### config.mk
export PLATFORM = sky130hd
export DESIGN_NAME = seq_det_sched
export DESIGN_NICKNAME = d
export VERILOG_FILES = /design/src/rtl/seq_det_sched.sv
export SDC_FILE = /design/constraint.sdc
export NUM_CORES = 1
export LEC_CHECK = 0
export CAP_MARGIN = 20
export CORE_MARGIN = 8
export CORE_UTILIZATION = 35
export CTS_BUF_LIST = sky130_fd_sc_hd__clkbuf_2
export DETAILED_ROUTE_END_ITERATION = 10
export GPL_TIMING_DRIVEN = 0
export HOLD_SLACK_MARGIN = 0.05
export PLACE_DENSITY_LB_ADDON = 0.3
export SETUP_SLACK_MARGIN = 0.1
export SYNTH_ARGS = -nofsm -noshare
export SYNTH_HDL_FRONTEND = slang
export SYNTH_SLANG_ARGS = --single-unit
### constraint.sdc
create_clock -name clk -period 2.6 [get_ports clk]
set_clock_uncertainty 0.05 [all_clocks]
set_input_delay 0.52 -clock clk [delete_from_list [all_inputs] [get_ports clk]]
set_output_delay 0.52 -clock clk [all_outputs]
set_load 0.01 [all_outputs]
### src/rtl/seq_det_sched.sv
// Round-robin scheduler sharing one serial 1101 detector among NREQ requesters.
// It grants one requester, shifts that requester's word out MSB-first and reports the hit count.
module seq_det_sched #(
    parameter int  NREQ    = 4,
    parameter int  WORD_W  = 8,
    parameter int  DET_LAT = 1,
    parameter int  CNT_W   = 4,
    localparam int ID_W    = (NREQ > 1) ? $clog2(NREQ) : 1
) (
    input  logic                   clk,
    input  logic                   res,
    input  logic [NREQ-1:0]        req,
    input  logic [NREQ*WORD_W-1:0] word_in,
    output logic [NREQ-1:0]        gnt,
    output logic                   det_clr,
    output logic                   det_d_in,
    output logic                   det_valid,
    input  logic                   det_hit,
    output logic                   res_valid,
    output logic [ID_W-1:0]        res_id,
    output logic [CNT_W-1:0]       res_count,
    input  logic                   res_ready,
    output logic                   busy
);
    localparam int MAX_CYC = (WORD_W > DET_LAT) ? WORD_W : DET_LAT;
    localparam int CYC_W   = $clog2(MAX_CYC + 1);

    typedef enum logic [2:0] {IDLE, CLEAR, SHIFT, DRAIN, REPORT} state_t;

    state_t            r_state;
    state_t            w_next;
    logic [ID_W-1:0]   r_ptr;
    logic [ID_W-1:0]   r_id;
    logic [ID_W-1:0]   w_gnt_idx;
    logic              w_any;
    logic [WORD_W-1:0] r_shift;
    logic [CYC_W-1:0]  r_cyc;
    logic [CNT_W-1:0]  r_count;

    // Search downward from pointer+NREQ so the requester nearest to pointer+1 is written last and wins.
    always_comb begin
        w_any     = 1'b0;
        w_gnt_idx = '0;
        for (int k = NREQ; k >= 1; k--) begin
            if (req[(int'(r_ptr) + k) % NREQ]) begin
                w_any     = 1'b1;
                w_gnt_idx = ID_W'((int'(r_ptr) + k) % NREQ);
            end
        end
    end

    // NOTE: every output of this block gets a default first, so no path can infer a latch.
    always_comb begin
        w_next = r_state;
        gnt    = '0;
        unique case (r_state)
            IDLE: begin
                if (w_any) begin
                    w_next = CLEAR;
                    gnt    = NREQ'(1) << w_gnt_idx;
                end
            end
            CLEAR:   w_next = SHIFT;
            SHIFT:   if (r_cyc == CYC_W'(WORD_W - 1)) w_next = DRAIN;
            DRAIN:   if (r_cyc == CYC_W'(DET_LAT - 1)) w_next = REPORT;
            REPORT:  if (res_ready) w_next = IDLE;
            default: w_next = IDLE;
        endcase
    end

    // Detector-side outputs come from registered state only, never from inputs.
    assign det_clr   = (r_state == CLEAR);
    assign det_valid = (r_state == SHIFT);
    assign det_d_in  = (r_state == SHIFT) && r_shift[WORD_W-1];
    assign res_valid = (r_state == REPORT);
    assign res_id    = r_id;
    assign res_count = r_count;
    assign busy      = (r_state != IDLE);

    // NOTE: sequential state uses non-blocking assignments so every register samples pre-edge values.
    always_ff @(posedge clk or negedge res) begin
        if (!res) begin
            r_state <= IDLE;
            r_ptr   <= ID_W'(NREQ - 1);
            r_id    <= '0;
            r_shift <= '0;
            r_cyc   <= '0;
            r_count <= '0;
        end else begin
            r_state <= w_next;
            case (r_state)
                IDLE: begin
                    if (w_any) begin
                        r_shift <= word_in[int'(w_gnt_idx)*WORD_W +: WORD_W];
                        r_id    <= w_gnt_idx;
                        r_ptr   <= w_gnt_idx;
                        r_count <= '0;
                        r_cyc   <= '0;
                    end
                end
                SHIFT: begin
                    r_shift <= r_shift << 1;
                    r_cyc   <= (r_cyc == CYC_W'(WORD_W - 1)) ? '0 : r_cyc + 1'b1;
                end
                DRAIN:   r_cyc <= r_cyc + 1'b1;
                default: ;
            endcase
            if ((r_state == SHIFT || r_state == DRAIN) && det_hit && (r_count != '1))
                r_count <= r_count + 1'b1;
        end
    end
endmodule

# Yosys cells after proc, flatten, opt, wreduce, memory -nomap -nowiden
# Index checks and enable logic that the tools add are counted.
[totals] input_bits=40 regBits=23
[classes] n_reduce_logical=20 bitwise=4 mux=34 magnitude_cmp=4 n_shift=2 n_addsub=6 n_eq_ne=10
[ops] operator="32-bit by 6-bit variable part select with 8-bit output" n=1
[ops] operator="4-bit 2-to-1 mux" n=6
[ops] operator="3-bit by 4-bit less-than comparator with 1-bit output (second input constant)" n=4
[ops] operator="8-bit one-hot mux with 2 select lines" n=1
[ops] operator="3-bit one-hot mux with 5 select lines" n=1
[ops] operator="1-bit 2-to-1 mux" n=12
[ops] operator="3-bit 2-to-1 mux" n=4
[ops] operator="4-bit one-hot mux with 3 select lines" n=1
[ops] operator="4-bit by 1-bit adder with 4-bit output (second input constant)" n=2
[ops] operator="1-bit binary-select mux with 2-bit select" n=4
[ops] operator="2-bit 2-to-1 mux" n=4
[ops] operator="8-bit 2-to-1 mux" n=1
[ops] operator="2-bit AND reduction" n=4
[ops] operator="2-bit OR reduction" n=4
[ops] operator="3-bit by 2-bit equality test with 1-bit output (second input constant)" n=2
[ops] operator="2-bit nonzero test" n=3
[ops] operator="3-bit nonzero test" n=2
[ops] operator="2-bit by 1-bit adder with 2-bit output (second input constant)" n=2
[ops] operator="2-bit adder (second input constant)" n=2
[ops] operator="1-bit AND (first input constant)" n=4
[ops] operator="4-bit by 3-bit equality test with 1-bit output (second input constant)" n=1
[ops] operator="4-bit zero test" n=1
[ops] operator="2-bit by 1-bit != test with 1-bit output (second input constant)" n=2
[ops] operator="2-bit != test (second input constant)" n=2
[ops] operator="other kinds (8)" n=10

# Logic depth before layout (Yosys ltp)
# Gate-level depths: netlist (run 1).
[depth] ltp_word=13 ltp_mapped=7 ltp_nobuf=7

# Worst setup path after synthesis (run 1)
# OpenSTA, ideal clock, no wires.
[synth_timing] path_kind="input -> output" start="input port req[0]" end="output port gnt[2]" t_required_ps=2030 path_slack_ps=423 t_arrival_ps=1607 stages=6 path_cell_list="or4_4 -> nor2b_4 -> buf_6 -> nand2_4 -> buf_6 -> nor2_1"
[synth_via] elab_chain_cells=10 elab_cells_between_ends=23 cone_classes="shift (1); mux (22)"
[synth_rtl] item="from (decl)" line="12" source="input logic [NREQ-1:0] req,"
[synth_rtl] item="1-bit binary-select mux with 2-bit select" line="45" source="if (req[(int'(r_ptr) + k) % NREQ]) begin"
[synth_rtl] item="1-bit 2-to-1 mux (not written as such) (2 in a row)" line="45"
[synth_rtl] item="2-bit 2-to-1 mux (4 in a row)" line="45"
[synth_rtl] item="1-bit by 2-bit left shift with 4-bit output" line="60" source="gnt = NREQ'(1) << w_gnt_idx;"
[synth_rtl] item="4-bit 2-to-1 mux *" line="58" source="if (w_any) begin"
[synth_rtl] item="4-bit 2-to-1 mux *" line="56" source="unique case (r_state)"
[synth_rtl] item="to (decl)" line="14" source="output logic [NREQ-1:0] gnt,"
# Every way passes the cells marked *; elsewhere a longest branch is shown, timed or not. The select of a mux whose other input is x is not followed.

# Final worst setup path (run 1)
[layout_timing] start="input port req[1]" end="output port gnt[1]"
# The elaborated chain is that of the path after synthesis.

==> key figures, run 1 <==
Pwr
  – Peak supply drop: 419 uV
  – Tot Pwr: 2.34 mW
  – Pwr per Cell Area: 993 nW/um2
  – Leakage: 1.07 nW

Critical path
  – Reg-to-reg startpoint: r_ptr[1]$_DFFE_PN1P_
  – Setup Crit Path Kind: in2out
  – CP Buf/Inv Count: 3
  – Worst reg2reg path endpoint: r_shift[4]$_DFFE_PN0P_
  – Startpoint types: input port
  – Worst EP required: 2030 ps
  – CP Capture Type: output port
  – Slowest CP cell: or4_4
  – R2R cell count: 9
  – Critical-path maximum fanout: 5
  – CP peak stage delay: 560 ps
  – R2R Setup Slk: between 600 and 700 ps
  – Top delay family on crit path: simple AND/OR/NAND/NOR gates
  – Crit path cell chain: dlygate4sd2_1, or4_4, nor2b_4, buf_8, and3_1, buf_2
  – WP data arrival: between 1500 and 2000 ps

Floorplan
  – Die width: 81.5 um
  – Row Count: 24
  – Die height: 81.5 um
  – Initial Utilization: 0.355
  – Core ar.: 4230 um2
  – Die area: approximately 6600 um2
  – IO Pins: 55

Clock network
  – Htree depth: 1
  – Clock transition at path regs: 240 ps
  – Clock root buffer: clkbuf_2
  – Hold_buf cts: 0
  – Clock Path Buffers: 2
  – Total CTS buffers: 3
  – TritonCTS clock tree: done
  – Clock sinks: 23
  – Later-pin clock latency in the skew report: about 350 ps

Run
  – Max-cap violations: 0

GRT
  – Antenna violations before repair: 0
  – Global-route usage over all layers: 0.120
  – First-pass GRT wire length: about 6300 um
  – Number of global-route vias before repair: 1339
  – Total gr overflow: 0
  – Largest net degree at the start of global routing: 24

Synthesis
  – Syn. warnings: 0
  – Mapped Cells: 149
  – Synthesized flop and latch total: 23
  – Cell variety after synth: 43
  – Syn_area_per_cell: 10.1 um2
  – Post-Syn Area: 1500 um2
  – Net count after synthesis: 192
  – Sequential area share after synthesis: 0.385

Timing
  – WHS: 423 ps
  – Fin worst setup slack: 85.8 ps
  – Max frequency: roughly 400 MHz
  – Least-Margin Pin Slew: approximately 530 ps
  – Setup repair after global routing missed its margin: true
  – Tcrit/Tclk final: 0.967
  – Final hold violation count: 0
  – Count of pins over their slew limit: 0
  – Minimum clock period after layout: roughly 2500 ps
  – Total negative slack: 0 ps
  – Max_slew headroom: 0.647
  – # setup viols final: 0

Cells and area
  – Antenna cells: 0
  – Share of cells above drive strength 1: 0.276
  – Fill cells: 384
  – Synthesis-to-finish area growth: 57.0%
  – Fin cells: 280
  – Final #Nets: 272

Placement
  – Placed cell count: around 260
  – Buffers on Ports: 54
  – Pre-CTS setup slack: -609 ps
  – Routability cong.: between 0.7 and 0.8
  – Hpwl dp: 3020 um

Route
  – Drt total wl: approximately 4200 um
  – Starting DRT DRC Count: 48
  – Vias per inst: 5.03
  – First-pass DRT Iterations: 4
  – Final ANT Viol Nets: 0
  – Vias: roughly 1.4k
  – Wirelength per Cell: about 15 um
  – Drt drc: 0

Hold path
  – Hold Crit Class: in2async

Outcome
  – Outcome: finished, final reports clean
[how the worst max path moves through the flow]
stage	from	to	slack, ps	cells after the start
floorplan	req[0]	gnt[2]	420	6
global placement	req[0]	gnt[2]	-610	8
detailed placement	req[0]	gnt[2]	-610	8
CTS	req[1]	gnt[2]	20	8
global route	r_ptr[1]$_DFFE_PN1P_	gnt[2]	1	8
finish	req[1]	gnt[1]	90	6
[metal layers]
metal / wire length (um) / GRT usage
met1: 1750 / 0.147
met2: 2220 / 0.200
met3: 193 / 0.0372
met4: 0 / 0.0268
met5: 0 / 0
[per-stage QoR]
stage | utilization | cell area (um2)
2_1_floorplan | - | 1500
3_3_place_gp | 0.498 | 2110
3_5_place_dp | 0.498 | 2110
4_1_cts | 0.516 | 2190
5_1_grt | 0.557 | 2360
6_report | 0.557 | 2360
[registers in the layout, indices dropped and copies added, names as in the netlist]
signal,cells
r_cyc,4
r_ptr,2
r_shift,8
r_state,3
res_count,4
res_id,2
[timing repair]
item                                    in CTS  in global routing
endpoints found under the setup margin       5                  6
setup buffers                                5                 15
gates resized for setup                     31                 13
pin swaps                                    4                  4
[power breakdown]
part	switching [mW]	internal (mW)
logic	0.726	0.828
clock network	0.113	0.0348
registers	0.116	0.525
total	0.956	1.39
[placed cells by master, fill, tap and decap left out, drive strengths merged, types with 2 or more instances in the layout]
cell type      count
dfstp              2
inv                6
nor2              17
nand3b             2
dlygate4sd2        4
o22ai              2
buf               33
clkbuf             3
a22oi              8
o22a               2
dfrtp             21
nor2b              2
nand2b             4
and3               3
mux2i             17
nand3              3
o21ai             11
clkdlybuf4s50     46
a21oi              3
o221ai             8
ha                 3
nand2             13
[cells by family after synthesis]
logic type | after synthesis | share of synthesized area
buffers and inverters | 14 | 0.0549
flip-flops | 23 | 0.385
multiplexers | 18 | 0.121
XOR/XNOR | 1 | 0.00583
AO/OA/AOI/OAI | 41 | 0.225
AND/OR/NAND/NOR | 49 | 0.184
adder cells (fa/ha/maj) | 3 | 0.0250
[final cells by class]
class / instances / area (um2) / share of cell area
multi-input combinational: 112 / 891 / 0.378
timing repair buffer: 75 / 687 / 0.291
sequential: 23 / 578 / 0.245
buffer: 8 / 95.1 / 0.0403
tap: 52 / 65.1 / 0.0276
inverter: 6 / 22.5 / 0.00955
clock buffer: 3 / 15.0 / 0.00637
clock inverter: 1 / 5.00 / 0.00212
[cell usage after synthesis (all sizes together)]
master	instances	area, um2
a21boi	1	7.51
a21o	1	7.51
a21oi	3	15.0
a22o	1	8.76
a22oi	8	60.1
a31o	1	8.76
a31oi	1	6.26
a32o	1	10.0
and3	3	18.8
buf	7	56.3
clkbuf	1	3.75
dfrtp	21	526
dfstp	2	52.6
ha	3	37.5
inv	6	22.5
mux2	1	11.3
mux2i	17	170
nand2	13	63.8
nand2b	4	25.0
nand3	3	15.0
nand3b	2	15.0
nor2	17	73.8
nor2b	2	20.0
nor3	1	5.00
nor3b	1	7.51
o21ai	11	62.6
o221ai	8	114
o22a	2	17.5
o22ai	2	12.5
o31ai	1	7.51
or3	1	11.3
or4	1	11.3
or4b	1	10.0
xor2	1	8.76
No activity file was read; power rests on OpenSTA's default activity.
==> run 2: changes to the inputs <==
==> constraint.sdc (replaced) <==
create_clock -name clk -period 2.6 [get_ports clk]
set_clock_uncertainty 0.05 [all_clocks]
set_input_delay 0.65 -clock clk [delete_from_list [all_inputs] [get_ports clk]]
set_output_delay 0.65 -clock clk [all_outputs]
set_load 0.01 [all_outputs]
==> key figures, run 2 (same netlist as run 1, synthesis figures left out) <==
Cells and area
  – Fill cells: 379 (-1.3%)
  – Final #Nets: 273 (+0.37%)
  – Largest Register: r_shift
  – Synthesis-to-finish area growth: 59.7%
  – Share of cells above drive strength 1: 0.314 (+0.0381)
  – Fin cells: 281 (+0.36%)
  – Most frequent cells in the layout: clkdlybuf4s50_1, buf_4, dfrtp_1, mux2i_1
  – Commonest non-fill, non-tap cell in the layout: clkdlybuf4s50_1
  – Design Area, Final: 2400 um2 (+1.8%)
  – Antenna cells: 0 (unchanged)
  – Largest register FFs: 8 (unchanged)

Timing
  – Fin worst setup slack: -90.5 ps (-176 ps)
  – Max_slew headroom: 0.700 (+0.0530)
  – Least-Margin Pin Slew: 448 ps (-79.2 ps)
  – Tcrit/Tclk final: 1.03 (+0.0678)
  – # setup viols final: 4 (+4)
  – Setup repair after global routing missed its margin: true
  – Max frequency: 372 MHz (-6.6%)
  – Count of pins over their slew limit: 0 (unchanged)
  – Total negative slack: -184 ps (-184 ps)
  – Final hold violation count: 0 (unchanged)
  – Minimum clock period after layout: 2690 ps (+176 ps)

Route
  – Wirelength per Cell: 15.2 um (+2.5%)
  – Final ANT Viol Nets: 0 (unchanged)
  – Vias per inst: 5.10 (+1.4%)
  – Drt drc: 0 (unchanged)
  – Starting DRT DRC Count: 71 (+48%)
  – First-pass DRT Iterations: 4 (unchanged)
  – Vias: 1434 (+1.8%)
  – Drt total wl: 4290 um (+2.8%)

Placement
  – Hpwl dp: 3020 um (unchanged)
  – DP Area: 2110 um2 (unchanged)
  – Placed cell count: 255 (unchanged)
  – Buffers on Ports: 54 (unchanged)
  – Routability cong.: 0.742 (unchanged)
  – Pre-CTS setup slack: -869 ps (-260 ps)

Critical path
  – Reg-to-reg startpoint: r_ptr[1]$_DFFE_PN1P_
  – CP peak stage delay: 520 ps (-40 ps)
  – Worst reg2reg path endpoint: r_shift[5]$_DFFE_PN0P_
  – Startpoint types: input port
  – Slowest CP cell: or4_4
  – Critical-path maximum fanout: 4 (-1)
  – Setup Crit Path Kind: in2out
  – R2R Setup Slk: 650 ps (+20 ps)
  – R2R cell count: 8 (-1)
  – CP Launch Point: req[1]
  – Worst EP required: 1900 ps (-130 ps)
  – CP endpoint: gnt[1]
  – WP data arrival: 1990 ps (+50 ps)
  – Crit path cell chain: buf_4, or4_4, nor2b_4, buf_8, buf_12, and3_4, buf_6
  – CP Capture Type: output port

GRT
  – Number of global-route vias before repair: 1370 (+2.3%)
  – Antenna violations before repair: 0 (unchanged)
  – Total gr overflow: 0 (unchanged)
  – First-pass GRT wire length: 6710 um (+5.8%)
  – Global-route usage over all layers: 0.127 (+0.00725)
  – Largest net degree at the start of global routing: 24 (unchanged)

Pwr
  – Clk pwr share: 0.061 (-0.002)
  – Tot Pwr: 2.39 mW (+2.1%)
  – Leakage: 1.10 nW (+2.3%)
  – Internal: 1.42 mW (+2.1%)
  – Pwr per Cell Area: 997 nW/um2 (+0.30%)
  – Sequential power share: 0.268 (-0.005)
  – Sw Ratio: 0.408 (about the same)
  – Peak supply drop: 423 uV (+0.95%)
  – Combinational group share of total power: 0.670 (+0.007)
  – Switching power of the nets: 0.975 mW (+2.0%)

Floorplan
  – Die height: 81.5 um (unchanged)
  – Core ar.: 4230 um2 (unchanged)
  – Initial Utilization: 0.355 (unchanged)
  – IO Pins: 55 (unchanged)
  – Die area: 6650 um2 (unchanged)
  – Row Count: 24 (unchanged)
  – Die width: 81.5 um (unchanged)

Clock network
  – Later-pin clock latency in the skew report: 350 ps (about the same)
  – Clock transition at path regs: 230 ps (about the same)
  – Htree depth: 1 (unchanged)
  – Clock sinks: 23 (unchanged)
  – Total CTS buffers: 3 (unchanged)
  – Clock root buffer: clkbuf_2
  – Clock Path Buffers: 2 (unchanged)
  – TritonCTS clock tree: done

Outcome
  – Failing checks: negative setup slack
  – Outcome: finished, violations left

Hold path
  – Hold Crit Class: reg2reg

Run
  – Max-cap violations: 0 (unchanged)
-- run 2: repair_timing --
action,CTS,global route
resized for setup,56,12
pin swaps,9,5
setup endpoints to repair,9,4
hold buffers,0,0
buffers inserted,15,6
-- run 2: how the worst min path moves through the flow --
stage	start	end	slack, ps	cells after the start
after global placement	res_id[1]$_DFFE_PN0P_	res_id[1]$_DFFE_PN0P_	430	2
after floorplan	res	r_cyc[0]$_DFFE_PN0P_	300	0
after global routing	res	r_shift[7]$_DFFE_PN0P_	500	1
after detailed placement	res_id[1]$_DFFE_PN0P_	res_id[1]$_DFFE_PN0P_	430	2
after CTS	r_state[2]$_DFFE_PN0P_	r_state[0]$_DFFE_PN0P_	480	2
final	res_id[1]$_DFFE_PN0P_	res_id[1]$_DFFE_PN0P_	470	2
-- run 2: stage by stage --
stage	utilization	hold slack [ps]
2_1_floorplan	-	304
3_3_place_gp	0.498	429
3_5_place_dp	0.498	427
4_1_cts	0.539	476
5_1_grt	0.567	502
6_report	0.567	471
-- run 2: critical path: cells and delay by family --
| family | cells | cell delay (ps) |
|---|---|---|
| buffers and inverters | 4 | 490 |
| and+or+nand+nor | 3 | 850 |
-- run 2: metal layers --
| layer | up-vias | part of all wire | wire length (um) | track usage |
|---|---|---|---|---|
| met4 | 0 | 0.0058 | 25 | 0.0268 |
| met5 | - | 0 | 0 | 0 |
| met2 | 33 | 0.54 | 2310 | 0.212 |
| met1 | 692 | 0.40 | 1710 | 0.159 |
| li1 | 707 | - | - | - |
| met3 | 2 | 0.057 | 243 | 0.0372 |
-- run 2: power by group through the flow --
| stage | Clock, mW | Sequential [mW] | Combinational [mW] |
|---|---|---|---|
| detailed placement | 0 | 0.643 | 1.26 |
| global placement | 0 | 0.641 | 1.25 |
| finish | 0.147 | 0.642 | 1.60 |
| global route | 0.171 | 0.665 | 1.75 |
| CTS | 0.154 | 0.637 | 1.49 |
| floorplan | 0 | 0.638 | 0.863 |
-- run 2: area by class of cell --
cell class	count	area (um2)	area share
multi-input cells	112	898	0.374
repair buffers	76	718	0.299
clock inverters	1	5.00	0.00209
plain buffers	8	97.6	0.0407
inverters	6	22.5	0.00938
well taps	52	65.1	0.0271
flip-flops and latches	23	578	0.241
clock buffers	3	15.0	0.00626
==> run 3: changes to the inputs <==
Settings changed: CAP_MARGIN 20 to 25.
==> key figures, run 3 (same netlist as run 1, synthesis figures left out) <==
Outcome
  – Outcome: finished, violations left
  – Failing checks: negative setup slack

Clock network
  – TritonCTS clock tree: done
  – Hold_buf cts: 0 (unchanged)
  – Clock root buffer: clkbuf_2
  – Clock Path Buffers: 2 (unchanged)
  – Clock transition at path regs: 240 ps (about the same)
  – Htree depth: 1 (unchanged)
  – Clock sinks: 23 (unchanged)
  – Later-pin clock latency in the skew report: 350 ps (about the same)
  – Total CTS buffers: 3 (unchanged)

Cells and area
  – Largest Register: r_shift
  – Antenna cells: 0 (unchanged)
  – Synthesis-to-finish area growth: 54.8%
  – Final #Nets: 268 (-1.8%)
  – Most frequent cells in the layout: clkdlybuf4s50_1, dfrtp_1, buf_4, mux2i_1
  – Largest register FFs: 8 (unchanged)
  – Share of cells above drive strength 1: 0.295 (-0.0198)
  – Commonest non-fill, non-tap cell in the layout: clkdlybuf4s50_1

Floorplan
  – IO Pins: 55 (unchanged)
  – Core ar.: 4230 um2 (unchanged)
  – Die height: 81.5 um (unchanged)
  – Row Count: 24 (unchanged)
  – Die width: 81.5 um (unchanged)
  – Initial Utilization: 0.355 (unchanged)
  – Die area: 6650 um2 (unchanged)

GRT
  – Number of global-route vias before repair: 1330 (-2.9%)
  – Antenna violations before repair: 0 (unchanged)
  – First-pass GRT wire length: 6560 um (-2.3%)
  – Total gr overflow: 0 (unchanged)
  – Global-route usage over all layers: 0.125 (-0.00227)
  – Largest net degree at the start of global routing: 16 (-33%)

Critical path
  – CP endpoint: gnt[0]
  – CP Launch Point: req[0]
  – Worst reg2reg path endpoint: r_shift[6]$_DFFE_PN0P_
  – Worst EP required: 1900 ps (about the same)
  – Startpoint types: input port
  – Setup Crit Path Kind: in2out
  – Reg-to-reg startpoint: r_ptr[1]$_DFFE_PN1P_
  – Critical-path maximum fanout: 5 (+1)
  – CP Capture Type: output port
  – WP data arrival: 1900 ps (-90 ps)
  – R2R Setup Slk: 530 ps (-120 ps)
  – R2R cell count: 9 (+1)

Pwr
  – Tot Pwr: 2.29 mW (-4.1%)
  – Clk pwr share: 0.064 (+0.003)
  – Sequential power share: 0.287 (+0.019)
  – Sw Ratio: 0.416 (+0.00803)
  – Peak supply drop: 368 uV (-13%)
  – Leakage: 1.06 nW (-3.3%)
  – Combinational group share of total power: 0.648 (-0.022)
  – Pwr per Cell Area: 986 nW/um2 (-1.1%)
  – Switching power of the nets: 0.953 mW (-2.2%)
  – Internal: 1.34 mW (-5.4%)

Hold path
  – Hold Crit Class: reg2reg
  – Hold_sp: res_count[3]$_DFFE_PN0P_

Timing
  – Setup repair after global routing missed its margin: true
  – Least-Margin Pin Slew: 508 ps (+59.8 ps)
  – Count of pins over their slew limit: 0 (unchanged)
  – Max frequency: 384 MHz (+3.4%)
  – Final hold violation count: 0 (unchanged)
  – Tcrit/Tclk final: 1.00 (-0.0337)
  – Fin worst setup slack: -2.92 ps (+87.5 ps)
  – Max_slew headroom: 0.660 (-0.0400)
  – Minimum clock period after layout: 2600 ps (-87.5 ps)
  – # setup viols final: 1 (-3)

Placement
  – Routability cong.: 0.742 (unchanged)
  – Pre-CTS setup slack: -869 ps (-0.0260 ps)
  – Buffers on Ports: 54 (unchanged)
  – Hpwl dp: 3100 um (+2.7%)

Route
  – Final ANT Viol Nets: 0 (unchanged)
  – Drt total wl: 4210 um (-1.7%)
  – Vias per inst: 5.16 (+1.2%)
  – Drt drc: 0 (unchanged)
  – First-pass DRT Iterations: 4 (unchanged)
  – Starting DRT DRC Count: 94 (+32%)
  – Wirelength per Cell: 15.3 um (about the same)
  – Vias: 1425 (-0.63%)

Run
  – Max-cap violations: 0 (unchanged)
[run 3: metal layers]
layer,global-route usage,wire length [um]
met3,0.0339,195
met2,0.206,2250
met5,0,0
met1,0.156,1730
met4,0.0357,29
[run 3: worst min-delay path by stage]
| stage | to | slack (ps) | cells past startpoint |
|---|---|---|---|
| after global routing | r_shift[7]$_DFFE_PN0P_ | 530 | 1 |
| after floorplan | r_cyc[0]$_DFFE_PN0P_ | 300 | 0 |
| after CTS | res_id[1]$_DFFE_PN0P_ | 480 | 2 |
| after global placement | res_id[1]$_DFFE_PN0P_ | 430 | 2 |
| after detailed placement | res_id[1]$_DFFE_PN0P_ | 430 | 2 |
| final | res_count[3]$_DFFE_PN0P_ | 490 | 1 |
[run 3: area by class of cell]
class	instances	area, um2
Fill cell	385	1910
Multi-Input combinational cell	112	888
Timing Repair Buffer	73	683
Sequential cell	23	579
Buffer	6	67.6
Tap cell	52	65.1
Inverter	6	22.5
Clock buffer	3	15.0
Clock inverter	1	5.00
[run 3: repair_timing]
item / in CTS / in global routing
resized for setup: 52 / 6
pin swaps: 9 / 3
setup buffers: 14 / 4
endpoints found under the setup margin: 9 / 5
[run 3: stage by stage]
stage / std cells / TNS (ps) / utilization / area [um2] / hold WS, ps
3_5_place_dp: 256 / -3270 / 0.504 / 2140 / 429
2_1_floorplan: 149 / 0 / - / 1500 / 304
5_1_grt: 276 / -416 / 0.549 / 2330 / 526
4_1_cts: 273 / -26.2 / 0.538 / 2280 / 480
6_report: 276 / -2.92 / 0.549 / 2330 / 487
3_3_place_gp: 255 / -3250 / 0.498 / 2110 / 429
[run 3: worst max-delay path, stage by stage]
cell	delay, ps
buf_2	120
or4_4	520
nor2b_4	150
buf_8	130
buf_12	120
nand2_8	50
nor2_2	30
buf_2	130
[run 3: power by group through the flow]
stage	Combinational [mW]	Clock (mW)	Sequential, mW
detailed placement	1.27	0	0.643
finish	1.49	0.148	0.658
global route	1.62	0.174	0.682
global placement	1.25	0	0.641
CTS	1.42	0.156	0.657
floorplan	0.863	0	0.638
